`src/rtl/wptr_full_lvl_if.sv`:
```
// Write-side bundle for wptr_full_lvl: client request/threshold in, pointer and status out.
// wovf_clr exists only when WPTR_FULL_OVF_EN is defined.
interface wptr_full_lvl_if #(
    parameter int ADDRSIZE = 4
);
    logic                winc;
    logic [ADDRSIZE:0]   wq2_rptr;
    logic [ADDRSIZE:0]   af_thresh;
`ifdef WPTR_FULL_OVF_EN
    logic                wovf_clr;
`endif
    logic [ADDRSIZE-1:0] waddr;
    logic [ADDRSIZE:0]   wptr;
    logic                wfull;
    logic                walmost_full;
    logic [ADDRSIZE:0]   wlevel;
    logic                wovf;

`ifdef WPTR_FULL_OVF_EN
    modport master (output winc, wq2_rptr, af_thresh, wovf_clr,
                    input  waddr, wptr, wfull, walmost_full, wlevel, wovf);
    modport slave  (input  winc, wq2_rptr, af_thresh, wovf_clr,
                    output waddr, wptr, wfull, walmost_full, wlevel, wovf);
`else
    modport master (output winc, wq2_rptr, af_thresh,
                    input  waddr, wptr, wfull, walmost_full, wlevel, wovf);
    modport slave  (input  winc, wq2_rptr, af_thresh,
                    output waddr, wptr, wfull, walmost_full, wlevel, wovf);
`endif
endinterface

```
`src/rtl/wptr_full_lvl.sv`:
```
// Async FIFO write-side pointer, full/almost-full flags and fill level.
// Define WPTR_FULL_OVF_EN to build the sticky overflow flag with its clear input.
module wptr_full_lvl #(
    parameter int ADDRSIZE = 4
) (
    input  logic          wclk,
    input  logic          wrst_n,
    wptr_full_lvl_if.slave wif
);
    localparam int AW = ADDRSIZE;

    logic [AW:0] wbin_q, wbin_d;
    logic [AW:0] wptr_q, wptr_d;
    logic [AW:0] wlevel_q, wlevel_d;
    logic [AW:0] rbin;
    logic        wfull_q, wfull_d;
    logic        waf_q, waf_d;
    logic        wacc;

    assign wacc   = wif.winc & ~wfull_q;
    assign wbin_d = wbin_q + {{AW{1'b0}}, wacc};
    assign wptr_d = (wbin_d >> 1) ^ wbin_d;

    // Gray to binary: each bit is the XOR of itself and every bit above it.
    always_comb begin
        rbin = '0;
        for (int i = 0; i <= AW; i++) begin
            rbin[i] = ^(wif.wq2_rptr >> i);
        end
    end

    // Level is computed against the lagging read pointer, so it never under-reports.
    assign wlevel_d = wbin_d - rbin;
    assign wfull_d  = (wptr_d == {~wif.wq2_rptr[AW:AW-1], wif.wq2_rptr[AW-2:0]});
    assign waf_d    = (wlevel_d >= wif.af_thresh);

    always_ff @(posedge wclk or negedge wrst_n) begin
        if (!wrst_n) begin
            wbin_q   <= '0;
            wptr_q   <= '0;
            wlevel_q <= '0;
            wfull_q  <= 1'b0;
            waf_q    <= 1'b0;
        end else begin
            wbin_q   <= wbin_d;
            wptr_q   <= wptr_d;
            wlevel_q <= wlevel_d;
            wfull_q  <= wfull_d;
            waf_q    <= waf_d;
        end
    end

`ifdef WPTR_FULL_OVF_EN
    logic wovf_q, wovf_d;

    // A dropped write in the same cycle as a clear keeps the flag set.
    assign wovf_d = (wif.winc & wfull_q) | (wovf_q & ~wif.wovf_clr);

    always_ff @(posedge wclk or negedge wrst_n) begin
        if (!wrst_n) wovf_q <= 1'b0;
        else         wovf_q <= wovf_d;
    end

    assign wif.wovf = wovf_q;
`else
    assign wif.wovf = 1'b0;
`endif

    assign wif.waddr        = wbin_q[AW-1:0];
    assign wif.wptr         = wptr_q;
    assign wif.wfull        = wfull_q;
    assign wif.walmost_full = waf_q;
    assign wif.wlevel       = wlevel_q;
endmodule

```
`src/flat_wrapper.sv`:
```
// flat-port wrapper written by rule: the top's interface ports become plain ports
module wptr_full_lvl_flat 
#(
    parameter int ADDRSIZE = 4
)
  (wclk, wrst_n, wif_winc, wif_wq2_rptr, wif_af_thresh, wif_waddr, wif_wptr, wif_wfull, wif_walmost_full, wif_wlevel, wif_wovf);
  wptr_full_lvl_if #(.ADDRSIZE(ADDRSIZE)) wif_i ();
  input  logic wclk;
  input  logic wrst_n;
  input wire logic [$bits(wif_i.winc)-1:0] wif_winc;
  input wire logic [$bits(wif_i.wq2_rptr)-1:0] wif_wq2_rptr;
  input wire logic [$bits(wif_i.af_thresh)-1:0] wif_af_thresh;
  output wire logic [$bits(wif_i.waddr)-1:0] wif_waddr;
  output wire logic [$bits(wif_i.wptr)-1:0] wif_wptr;
  output wire logic [$bits(wif_i.wfull)-1:0] wif_wfull;
  output wire logic [$bits(wif_i.walmost_full)-1:0] wif_walmost_full;
  output wire logic [$bits(wif_i.wlevel)-1:0] wif_wlevel;
  output wire logic [$bits(wif_i.wovf)-1:0] wif_wovf;
  assign wif_i.winc = wif_winc;
  assign wif_i.wq2_rptr = wif_wq2_rptr;
  assign wif_i.af_thresh = wif_af_thresh;
  assign wif_waddr = wif_i.waddr;
  assign wif_wptr = wif_i.wptr;
  assign wif_wfull = wif_i.wfull;
  assign wif_walmost_full = wif_i.walmost_full;
  assign wif_wlevel = wif_i.wlevel;
  assign wif_wovf = wif_i.wovf;
  wptr_full_lvl #(.ADDRSIZE(ADDRSIZE)) u_core (.wclk(wclk), .wrst_n(wrst_n), .wif(wif_i));
endmodule
```
`config.mk`:
```
export PLATFORM = sky130hd
export DESIGN_NAME = wptr_full_lvl_flat
export DESIGN_NICKNAME = d
export VERILOG_FILES = /design/src/rtl/wptr_full_lvl_if.sv /design/src/rtl/wptr_full_lvl.sv /design/src/flat_wrapper.sv
export SDC_FILE = /design/constraint.sdc
export NUM_CORES = 1
export LEC_CHECK = 0
export BUFFER_PORTS_ARGS = -buffer_cell sky130_fd_sc_hd__buf_2
export CORE_MARGIN = 4
export CORE_UTILIZATION = 49
export DETAILED_ROUTE_END_ITERATION = 12
export PLACE_DENSITY = 0.78
export SYNTH_ARGS = -nofsm -noshare
export SYNTH_HDL_FRONTEND = slang
export SYNTH_SLANG_ARGS = --single-unit
```
`constraint.sdc`:
```
create_clock -name wclk -period 3.3 [get_ports wclk]
set_input_delay 0.825 -clock wclk [delete_from_list [all_inputs] [get_ports wclk]]
set_output_delay 0.825 -clock wclk [all_outputs]
set_load 0.05 [all_outputs]
```
==> metrics.cfg, run 1 <==
[clock_tree]
cts_tree = built
cts_made_buffers = 3
clk_pin_slew_ns = 0.09
htree_levels = 1
cts_sinks = 16
post-cts-setup-buffers = 0
post_cts_resized = 0
cts_buffer_depth = 2
clk_latency_ns = 0.29
cts_hold_buffers = 0
clock-root-buffer = clkbuf_4

[timing]
min_period_over_period_pct = 94.12
min_period_ns = 3.106
holdWs_ns = 0.4258
hold_violations = 0
clock_skew_ns = 0.001432
fmax_mhz = 322.0
drv_slew = 0
grt_setup_unrepaired = no
setup_viol_count_final = 0

[global_routing]
antenna_found_initial = 0
first_global_vias = 688
overflow = 0
grt_pass1_wl_mm = 2.849
grt.total_usage_pct = 15.27
grt_max_degree = 17

[floorplan]
rows = 15
die_height_um = 51.29
boundaryPins = 30
die-area_mm2 = 0.002631
core_mm2 = 0.001745
start_util_pct = 52.62
die_x_um = 51.29

[run]
max_cap_viol_count = 0

[worst_setup_path]
end_kind = flop
criticalPathCategory = input pin to flop
critPathMaxStageDelay_ns = 0.48
worst_r2r_endpoint = u_core.wif.walmost_full
crit_path_max_fanout = 2
r2r_setup_slack_ns = 0.54
critPathRequiredTime_ns = 3.49
cp_slowest_cell = fa_1
reg2reg_depth = 9
crit_path_start = wif_wq2_rptr[4]
cp_cell_sequence = buf_2 > xnor2_4 > xor2_2 > xor2_1 > xnor2_1 > ha_2 > fa_1 > inv_1 > ha_1 > a21o_1 > a21o_1 > a21o_1 > a21o_1
r2r_start = u_core.wif.wfull
startpoint_type = input pin
crit_path_frequent_cell = a21o_1
crit_arrival_ns = 3.30

[synthesis]
synthMostInstantiatedCell = dfrtp_1
synth_ff_type = dfrtp_1
ys_seq_area_share_pct = 43.60
syn_nets = 102
synth_top_area_cell = dfrtp_1
ys_warn_count = 0
synth_area_per_cell_um2 = 11.77
synth_top_cell_area_share_pct = 43.60
synthCells = 78
synth_enable_flop_cells = 0
synth_async_sr_flop_share_pct = 100.0
netlist_area_um2 = 918.4
synth_common_cells = 16 x dfrtp_1, 14 x xnor2_1, 11 x inv_1
synth_cell_type_count = 18
ys_seq_elements = 16
synth_area_leaders = dfrtp_1 44%, ha_1 14%, xnor2_1 13%, xor2_1 6.7%, inv_1 4.5%

[routing]
drt-initial-drc-count = 1
viasPerCell = 4.539
drc = 0
drt-total-wl_mm = 1.637
wl_per_cell_um = 11.61
vias = 640
drtAntennaViolNets = 0
drtPass1Iterations = 2

[layout]
fin_util_pct = 68.75
n_antenna_cell = 0
layout-drive-gt1-share_pct = 38.79
area_growth_pct = 30.65
nNetsFinal = 141

[placement]
portBuffers = 28
place_congestion = 0.7627
dp_hpwl_mm = 1.327

[status]
status = finished clean

[worst_hold_path]
hold_path.class = input pin to asynchronous set/reset pin

cells in the final DEF, fill, tap and decap left out, drive strengths merged, types with 2 or more instances in the layout:
cell    count
a21o        4
a221oi      2
buf        35
clkbuf      4
dfrtp      16
ha         10
inv        11
nand3       2
nor2b       3
xnor2      14
xor2        8
logic make-up after synthesis:
logic type	after synthesis	share of synthesized area [%]
fa+ha+maj	11	15.80
simple gates	9	6.269
flops	16	43.60
buf+inv	12	5.314
xor+xnor	22	21.80
other cells	1	0.4083
compound gates	7	6.812
through the flow:
stage / setup TNS [ns] / cells / worst slack, ns / instance area, um^2
2_1_floorplan: 0 / 78 / 0.03248 / 947.2
3_3_place_gp: -0.08289 / 137 / -0.08289 / 1164
6_report: 0 / 141 / 0.1941 / 1200
5_1_grt: 0 / 141 / 0.05827 / 1200
3_5_place_dp: -0.1393 / 137 / -0.1393 / 1164
4_1_cts: 0 / 141 / 0.1856 / 1200
metal layers:
layer | share of wire, % | global-route usage, %
met1 | 42 | 18.22
met2 | 48 | 23.39
met3 | 7.3 | 4.665
met4 | 2.7 | 10.48
met5 | 0 | 0
state kept, by name, indices dropped and copies added (netlist names):
name / flops
u_core.wif.wptr: 4
u_core.wif.wlevel: 5
u_core.wbin_q: 5
u_core.wif.walmost_full: 1
u_core.wif.wfull: 1
critical path, delay by kind of cell:
family / cells / cell delay (ns)
XOR/XNOR: 4 / 0.69
buffers and inverters: 2 / 0.18
adder cells (fa/ha/maj): 3 / 0.94
AO/OA/AOI/OAI: 4 / 0.63
cell type report:
type	count	area, um^2
Inverter	11	41.29
Multi-Input combinational cell	50	498.0
Fill cell	132	545.5
Timing Repair Buffer	35	192.7
Clock buffer	4	36.28
Sequential cell	16	400.4
Tap cell	25	31.28
worst max path at each step:
stage                     depth (start not counted)  slack, ns                      end
final                                            13       0.19  u_core.wif.walmost_full
after global routing                             13       0.06  u_core.wif.walmost_full
after CTS                                        13       0.19  u_core.wif.walmost_full
after detailed placement                         13      -0.14  u_core.wif.walmost_full
after global placement                           13      -0.08  u_core.wif.walmost_full
after floorplan                                  12       0.03  u_core.wif.walmost_full
Power of run 1 is not shown: default switching activity piles up to over one toggle a cycle in this logic, so the estimate is an artifact.
==> inputs of run 2 (changes only) <==
--- a/config.mk
+++ b/config.mk
@@ -7,9 +7,10 @@
 export LEC_CHECK = 0
 export BUFFER_PORTS_ARGS = -buffer_cell sky130_fd_sc_hd__buf_2
 export CORE_MARGIN = 4
-export CORE_UTILIZATION = 49
+export CORE_UTILIZATION = 50
+export CTS_BUF_LIST = sky130_fd_sc_hd__clkbuf_8
 export DETAILED_ROUTE_END_ITERATION = 12
-export PLACE_DENSITY = 0.78
+export PLACE_DENSITY = 0.79
 export SYNTH_ARGS = -nofsm -noshare
 export SYNTH_HDL_FRONTEND = slang
 export SYNTH_SLANG_ARGS = --single-unit
==> metrics.cfg, run 2 (same netlist as run 1, synthesis figures left out) <==
[worst_setup_path]
critPathRequiredTime_ns = 3.44
startpoint_type = input pin
reg2reg_depth = 10
cp_slowest_cell = fa_1
end_kind = flop
crit_path_frequent_cell = a21o_1
crit_arrival_ns = 3.29
cp_cell_sequence = buf_2 > xnor2_4 > xor2_2 > xor2_2 > xnor2_1 > ha_2 > fa_1 > inv_1 > ha_1 > a21o_1 > a21o_1 > a21o_1 > a21o_1
criticalPathCategory = input pin to flop
critPathMaxStageDelay_ns = 0.47
crit_path_max_fanout = 2

[layout]
final_cell_mix = 28 x buf_2, 16 x dfrtp_1, 12 x xnor2_1
n_antenna_cell = 0
mostFrequentLayoutCell = buf_2
area_growth_pct = 35.15
nNetsFinal = 142
layout-drive-gt1-share_pct = 41.03
fillers = 138

[global_routing]
antenna_found_initial = 0
grt_pass1_wl_mm = 3.063
overflow = 0
first_global_vias = 737
grt_max_degree = 17
grt.total_usage_pct = 16.21

[clock_tree]
post_cts_resized = 0
post-cts-setup-buffers = 0
cts_tree = built
cts_sinks = 16
htree_levels = 1
clk_pin_slew_ns = 0.06
clock-root-buffer = clkbuf_8
cts_made_buffers = 3
clk_latency_ns = 0.25
cts_buffer_depth = 2
cts_hold_buffers = 0

[timing]
fmax_mhz = 317.9
clock_skew_ns = 0.005612
holdWs_ns = 0.4749
setup_viol_count_final = 0
min_period_ns = 3.145
hold_violations = 0
drv_slew = 0
min_period_over_period_pct = 95.31
grt_setup_unrepaired = no

[floorplan]
die_x_um = 50.86
die_height_um = 50.86
rows = 15
boundaryPins = 30
start_util_pct = 53.19
die-area_mm2 = 0.002586
core_mm2 = 0.001727

[routing]
viasPerCell = 4.556
wl_per_cell_um = 12.06
drt-total-wl_mm = 1.713
drc = 0
drtPass1Iterations = 4
vias = 647
drt-initial-drc-count = 1
drtAntennaViolNets = 0

[placement]
dp_hpwl_mm = 1.403
place_congestion = 0.7964
portBuffers = 28

[run]
max_cap_viol_count = 0

[status]
status = finished clean

[worst_hold_path]
hold_path.class = input pin to asynchronous set/reset pin

==> run 2: worst max-delay path: cells and delay by family <==
family	cells	cell delay, ns
AO/OA/AOI/OAI	4	0.63
XOR/XNOR	4	0.72
adder cells (fa/ha/maj)	3	0.92
buffers and inverters	2	0.18
==> run 2: worst paths after layout <==
| kind | to | from | slack, ns |
|---|---|---|---|
| min in group wclk | u_core.wbin_q[4] | u_core.wbin_q[4] | 0.61 |
| max in group asynchronous | u_core.wif.wlevel[3] | wrst_n | 2.56 |
| worst min-delay path | u_core.wif.wptr[2] | wrst_n | 0.47 |
| worst max register to register | u_core.wif.walmost_full | u_core.wbin_q[0] | 0.68 |
| worst max-delay path | u_core.wif.walmost_full | wif_wq2_rptr[4] | 0.15 |
| worst min register to register | u_core.wbin_q[4] | u_core.wbin_q[4] | 0.61 |
==> run 2: through the flow <==
| stage | utilization (%) | instance area [um^2] | std cells | setup TNS (ns) | worst slack [ns] |
|---|---|---|---|---|---|
| floorplan | - | 947.2 | 78 | 0 | 0.03248 |
| global placement | 67.83 | 1171 | 138 | -0.07687 | -0.07687 |
| detailed placement | 67.83 | 1171 | 138 | -0.1250 | -0.1250 |
| CTS | 71.01 | 1226 | 142 | 0 | 0.1128 |
| global route | 71.88 | 1241 | 142 | 0 | 0.04885 |
| finish | 71.88 | 1241 | 142 | 0 | 0.1547 |
==> run 2: routing by layer <==
metal | vias up | part of all wire (%) | global-route usage (%)
met3 | 7 | 5.5 | 3.499
met5 | - | 0 | 0
met2 | 21 | 50 | 27.61
li1 | 325 | - | -
met4 | 0 | 3.4 | 10.76
met1 | 294 | 41 | 18.11
==> run 2: final cells by class <==
type / count / area [um^2] / area share, %
Timing Repair Buffer: 36 / 200.2 / 16.13
Tap cell: 25 / 31.28 / 2.520
Sequential cell: 16 / 400.4 / 32.26
Multi-Input combinational cell: 50 / 513.0 / 41.33
Inverter: 11 / 41.29 / 3.327
Clock buffer: 4 / 55.05 / 4.435
Power of run 2 is left out for the same reason.
